===== src/rtl/led_pattern_gen.sv =====
// LED pattern generator: millisecond prescaler, step-period counter and
// four display modes (static, blink, chase, bar graph) on a registered LED bus.
module led_pattern_gen #(
    parameter int unsigned LED_WIDTH = 8,
    parameter int unsigned TICK_DIV  = 125000
) (
    input  logic                 clk,
    input  logic                 rst_n,
    input  logic                 cfg_load,
    input  logic [1:0]           mode_i,
    input  logic [LED_WIDTH-1:0] pattern_i,
    input  logic [9:0]           period_i,
    input  logic [13:0]          level_i,
    output logic [LED_WIDTH-1:0] val_o,
    output logic                 step_o
);

    localparam int unsigned   PW        = $clog2(TICK_DIV);
    localparam logic [PW-1:0] PRESC_MAX = PW'(TICK_DIV - 1);

    typedef enum logic [1:0] {
        MODE_STATIC = 2'd0,
        MODE_BLINK  = 2'd1,
        MODE_CHASE  = 2'd2,
        MODE_BAR    = 2'd3
    } mode_e;

    mode_e                mode_q,    mode_d;
    logic [LED_WIDTH-1:0] pattern_q, pattern_d;
    logic [9:0]           period_q,  period_d;
    logic [PW-1:0]        presc_q,   presc_d;
    logic [9:0]           per_q,     per_d;
    logic                 phase_q,   phase_d;
    logic [LED_WIDTH-1:0] val_q,     val_d;

    logic                 tick;
    logic                 per_end;
    logic                 step;
    logic [LED_WIDTH-1:0] rot;

    // Lit count is the top three bits plus one for any nonzero remainder.
    function automatic logic [LED_WIDTH-1:0] bar_of(input logic [13:0] lvl);
        logic [3:0]           n;
        logic [LED_WIDTH-1:0] b;
        n = {1'b0, lvl[13:11]} + {3'b000, |lvl[10:0]};
        b = '0;
        for (int unsigned i = 0; i < LED_WIDTH; i++) begin
            b[i] = (i < 32'(n));
        end
        return b;
    endfunction

    assign tick    = (presc_q == PRESC_MAX);
    assign per_end = (per_q == period_q - 10'd1);
    assign step    = tick && per_end && !cfg_load;

    always_comb begin
        rot = '0;
        for (int unsigned i = 0; i < LED_WIDTH; i++) begin
            rot[i] = val_q[(i + LED_WIDTH - 1) % LED_WIDTH];
        end
    end

    always_comb begin
        mode_d    = mode_q;
        pattern_d = pattern_q;
        period_d  = period_q;
        presc_d   = tick ? '0 : presc_q + PW'(1);
        per_d     = per_q;
        phase_d   = phase_q;
        val_d     = val_q;

        if (tick) begin
            per_d = per_end ? '0 : per_q + 10'd1;
        end

        if (step) begin
            unique case (mode_q)
                MODE_BLINK: begin
                    phase_d = !phase_q;
                    val_d   = phase_q ? '0 : pattern_q;
                end
                MODE_CHASE: val_d = rot;
                MODE_BAR:   val_d = bar_of(level_i);
                default:    val_d = val_q;
            endcase
        end

        // A load overrides everything above, including a coincident step.
        if (cfg_load) begin
            mode_d    = mode_e'(mode_i);
            pattern_d = pattern_i;
            period_d  = (period_i == 10'd0) ? 10'd1 : period_i;
            presc_d   = '0;
            per_d     = '0;
            phase_d   = 1'b1;
            unique case (mode_e'(mode_i))
                MODE_CHASE: val_d = LED_WIDTH'(1);
                MODE_BAR:   val_d = bar_of(level_i);
                default:    val_d = pattern_i;
            endcase
        end
    end

    always_ff @(posedge clk or negedge rst_n) begin
        if (!rst_n) begin
            mode_q    <= MODE_STATIC;
            pattern_q <= '0;
            period_q  <= 10'd1;
            presc_q   <= '0;
            per_q     <= '0;
            phase_q   <= 1'b0;
            val_q     <= '0;
        end else begin
            mode_q    <= mode_d;
            pattern_q <= pattern_d;
            period_q  <= period_d;
            presc_q   <= presc_d;
            per_q     <= per_d;
            phase_q   <= phase_d;
            val_q     <= val_d;
        end
    end

    assign val_o  = val_q;
    assign step_o = step;

endmodule


===== config.mk =====
export PLATFORM = sky130hd
export DESIGN_NAME = led_pattern_gen
export DESIGN_NICKNAME = d
export VERILOG_FILES = /design/src/rtl/led_pattern_gen.sv
export SDC_FILE = /design/constraint.sdc
export NUM_CORES = 1
export LEC_CHECK = 0
export CAP_MARGIN = 30
export CORE_ASPECT_RATIO = 1.75
export CORE_MARGIN = 1
export CORE_UTILIZATION = 50
export DETAILED_ROUTE_END_ITERATION = 8
export HOLD_SLACK_MARGIN = 0.06
export PLACE_DENSITY = 0.86
export SKIP_LAST_GASP = 1
export SLEW_MARGIN = 20
export SYNTH_ARGS = -nofsm -noshare
export SYNTH_HDL_FRONTEND = slang
export SYNTH_SLANG_ARGS = --single-unit

===== constraint.sdc =====
create_clock -name clk -period 2.4 [get_ports clk]
set_input_delay 0.48 -clock clk [delete_from_list [all_inputs] [get_ports clk]]
set_output_delay 0.48 -clock clk [all_outputs]
set_load 0.05 [all_outputs]

; ---- Yosys cells after proc, flatten, opt, wreduce, memory -nomap -nowiden
; Index checks and enable logic that the tools add are counted.
[op_classes]
n_addsub = 4
order_cmp = 8
n_eq_ne = 7
mux = 14
reduce_logical = 12
[ops]
columns = op, n
row1 = $mux W10, 4
row2 = $mux W17, 2
row3 = $mux W8, 3
row4 = $pmux W8 S3, 1
row5 = $add A17 B1 Y17 const B, 1
row6 = $eq A17 B17 Y1 const B, 1
row7 = $lt A3 B4 Y1 const A, 4
row8 = $pmux W8 S2, 1
row9 = $reduce_or A11 Y1, 1
row10 = $add A10 B1 Y10 const B, 1
row11 = $eq A10 B10 Y1, 1
row12 = $logic_not A10 Y1, 1
row13 = $sub A10 B1 Y10 const B, 1
row14 = $eq A2 B2 Y1 const B, 4
row15 = $lt A1 B4 Y1 const A, 2
row16 = $lt A2 B4 Y1 const A, 2
row17 = $reduce_bool A2 Y1, 3
row18 = $add A3 B1 Y4, 1
row19 = $reduce_and A2 Y1, 2
row20 = $reduce_bool A4 Y1, 1
row21 = $mux W1, 3
row22 = $eq A2 B1 Y1 const B, 1
row23 = $logic_and A1 B1 Y1, 2
row24 = $logic_not A1 Y1, 2
[totals]
reg_bits = 56
out_inout_bits = 9
word_cells = 52

; ---- Longest topological paths before layout
[depth]
word_depth = 6
depth_mapped = 10
depth_no_buf = 10

; ---- Least setup slack after synthesis
; OpenSTA, ideal clock, no wires.
[synth_path]
kind = flip-flop to output port
from = register per_q[7]
to = output step_o
t_arrival_ps = 3390
path_slack_ps = -1470
path_stages_with_launch = 7
path_cell_list = dfrtp_1 -> xnor2_1 -> or4b_1 -> a211o_1 -> a221o_2 -> clkbuf_1 -> nor4_1
[synth_between]
elab_chain_len = 3
[synth_lines]
columns = item, line
row1 = start: declaration, 32  ; logic [9:0] per_q, per_d;
row2 = start signal: assignment, 119  ; per_q <= per_d;
row3 = $eq A10 B10 Y1, 54  ; assign per_end = (per_q == period_q - 10'd1);
row4 = $logic_and A1 B1 Y1 (2 in series), 55  ; assign step = tick && per_end && !cfg_load;
row5 = end: declaration, 15  ; output logic step_o
; No other way between the ends.

; ---- Final worst setup path
; Same ends and word-level chain as after synthesis.

==> impl_metrics.json <==
{
  "finalNetCount": 470,
  "dpl.hpwl_um": 6340,
  "violations": "setup timing",
  "viasPerCell": 6.19,
  "synthTopCellsByArea": "dfrtp_1 42%, mux2_2 7.3%, nor2_1 4.5%",
  "clock_path_buffers": 2,
  "synthArstFlopShare": 1.00,
  "p_leak_nw": 1.78,
  "crit_path_start": "per_q[7]",
  "fin_crit_ns": 2.94,
  "register_area_um2": 1400,
  "clock_skew_ns": 0.0123,
  "status": "complete, but fails checks",
  "endpoint_kind": "output port",
  "crit_end": "step_o",
  "synth_edf_count": 0,
  "layout-drive-gt1-share": 0.235,
  "slowest_stage": "or4b_1",
  "comb_power_share": 0.260,
  "cts_hold_buffers": 0,
  "root_buffer": "clkbuf_8",
  "floorplan.core_area_um2": 6230,
  "max_freq_mhz": 340,
  "grtUsageTotal": 0.267,
  "swShare": 0.310,
  "numCtsBuffers": 5,
  "p_int_mw": 1.49,
  "antenna_found_initial": 0,
  "reg2reg_from": "per_q[7]",
  "power.switching_mw": 0.669,
  "relSlewSlack": 0.543,
  "wl_met2_um": 4820,
  "grt_max_degree": 26,
  "final_cell_mix": "55 x dfrtp_1, 42 x clkdlybuf4s50_1, 41 x buf_4",
  "crit_path_max_incr_delay_ns": 0.46,
  "wl_met1_um": 3300,
  "die_y_um": 109,
  "place_inst": 498,
  "fill_cells": 450,
  "synth_area_um2": 3260,
  "power.share.clock": 0.247,
  "power_frac_seq": 0.493,
  "ys_seq_area_frac": 0.430,
  "vdd_drop_max_mv": 0.436,
  "layout_setup_ws_ns": -0.542,
  "numClockSinks": 56,
  "syn2layout_area_growth_pct": 33.9,
  "finish.utilization": 0.701,
  "reg2reg_depth": 9,
  "num_antenna_cells": 0,
  "start_util": 0.523,
  "cts_max_level": 2,
  "rsz0062_at_grt": "yes",
  "yosysTopAreaCell": "dfrtp_1",
  "hold_path.class": "primary input to async pin",
  "cts_tree": "yes",
  "die_w_um": 63.0,
  "wl_um": 8910,
  "grt-ovfl-total": 0,
  "path_class": "flip-flop to output port",
  "hold_violations": 0,
  "crit_required_ns": 1.92,
  "path_clk_slew_ns": 0.11,
  "synth_nets": 390,
  "final_common_cell": "dfrtp_1",
  "vias": 3152,
  "drt_iter0_markers": 189,
  "rows": 38,
  "crit_fanout": 2,
  "drcViolationCount": 0,
  "dr.pass1.iters": 5,
  "synth_top_cell_area_share": 0.422,
  "worstPathArrival_ns": 2.46,
  "clk_latency_ns": 0.32,
  "die_area_um2": 6860,
  "yosysUniqueCellTypes": 51,
  "maxSlewViolCount": 0,
  "portBuffers": 45,
  "drtAntennaViolNets": 0,
  "avgRoutedWirePerCell_um": 17.5,
  "grt_pass1_wl_um": 14500,
  "grt_pass1_vias": 3205,
  "netlist_instances": 348,
  "ys_ff_latch": 56,
  "worstMarginPinSlew_ns": 0.680,
  "avgSynthCellArea_um2": 9.37,
  "route.met3.wl_um": 384,
  "io_pins": 46,
  "multi_input_area_um2": 1950,
  "synth_warnings": 0,
  "finalSetupViolCount": 18,
  "powerDensity_nw_per_um2": 494,
  "synth_flop_cell": "dfrtp_1",
  "period_share": 1.23,
  "rrSetupSlack_ns": -0.52,
  "crit_chain": "xnor2_2, or4b_1, a211o_1, a221o_2, nor4_4, buf_12",
  "final_cells": 509,
  "timing.rr.end": "val_o[0]",
  "place_congestion": 0.848,
  "dpl_worst_slack_ns": -0.442,
  "routed.top_layer": "met4",
  "drv_cap": 0,
  "critPathLaunchType": "flip-flop"
}
==> worst max-delay path, delay by kind of cell (launching register included) <==
| kind | cells | cell delay [ns] |
|---|---|---|
| DFF | 1 | 0.45 |
| buffers and inverters | 1 | 0.18 |
| AOI/OAI and AO/OA | 2 | 0.68 |
| xor gates and xnor gates | 1 | 0.16 |
| and+or+nand+nor | 2 | 0.68 |
==> per-stage QoR <==
step	power [mW]	hold slack (ns)	TNS, ns	area, µm²
after floorplan	1.35	0.184	-1.04	3300
after global placement	1.58	0.457	-2.58	4090
after detailed placement	1.60	0.478	-3.29	4090
after CTS	2.13	0.133	-3.40	4240
after global routing	2.24	0.173	-6.88	4370
final	2.16	0.127	-5.60	4370
==> synthesized netlist by cell type, types with 2 or more instances <==
library cell,n
a21o_1,5
a21oi_1,14
a222oi_1,4
a22oi_1,3
a311oi_1,2
a31oi_1,3
a32oi_1,2
and2_1,4
and3_1,4
and4_1,2
clkbuf_1,15
dfrtp_1,55
ha_1,5
inv_1,6
mux2_2,21
nand2_1,32
nand3_1,13
nand4_1,3
nor2_1,39
nor2b_1,9
nor3_1,11
nor3b_1,2
nor4_1,8
nor4b_1,3
nor4bb_1,2
o211ai_1,6
o21ai_0,17
o221ai_1,3
o22ai_1,5
o311ai_0,2
o311ai_1,2
o31a_1,2
or3_1,4
xnor2_1,12
xor2_1,12
==> power groups by stage <==
stage / Combinational, mW / Sequential, mW / Clock [mW]
5_1_grt: 0.604 / 1.07 / 0.572
3_3_place_gp: 0.505 / 1.07 / 0
4_1_cts: 0.534 / 1.06 / 0.540
3_5_place_dp: 0.522 / 1.08 / 0
6_report: 0.562 / 1.06 / 0.532
2_1_floorplan: 0.228 / 1.12 / 0
==> final cells by class <==
class / count / share of cell area
clock buffer: 5 / 0.0158
clock inverter: 3 / 0.00545
inverter: 6 / 0.00516
multi-input combinational: 270 / 0.446
sequential: 56 / 0.321
tap: 80 / 0.0229
timing repair buffer: 89 / 0.183
==> metal layers <==
layer	track usage	vias up
met5	0	-
met4	0.166	0
met3	0.0303	41
met2	0.488	137
met1	0.290	1537
li1	-	1437
==> how the worst min path moves through the flow <==
| stage | from | endpoint |
|---|---|---|
| 6_report | rst_n | val_o[2] |
| 3_5_place_dp | presc_q[0] | presc_q[0] |
| 3_3_place_gp | presc_q[0] | presc_q[0] |
| 2_1_floorplan | rst_n | mode_q[0] |
| 5_1_grt | rst_n | val_o[2] |
| 4_1_cts | rst_n | val_o[2] |
==> state kept, by name (all words and copies together), names as in the netlist <==
signal     cells
presc_q       17
pattern_q      8
val_o          8
mode_q         2
period_q      10
per_q         10
phase_q        1
==> cell families after synthesis <==
| kind of cell | Yosys count | share of synthesized area |
|---|---|---|
| mux | 22 | 0.0756 |
| compound gates | 74 | 0.157 |
| xor+xnor | 24 | 0.0645 |
| flops | 56 | 0.430 |
| fa+ha+maj | 5 | 0.0192 |
| simple gates | 145 | 0.228 |
| buf+inv | 22 | 0.0253 |
==> timing repair <==
action,in CTS,in global routing
setup buffers,2,1
endpoints found under the setup margin,14,20
hold endpoints to repair,0,0
pin swaps,4,11
gates resized for setup,7,27
(Power assumes the default switching activity.)
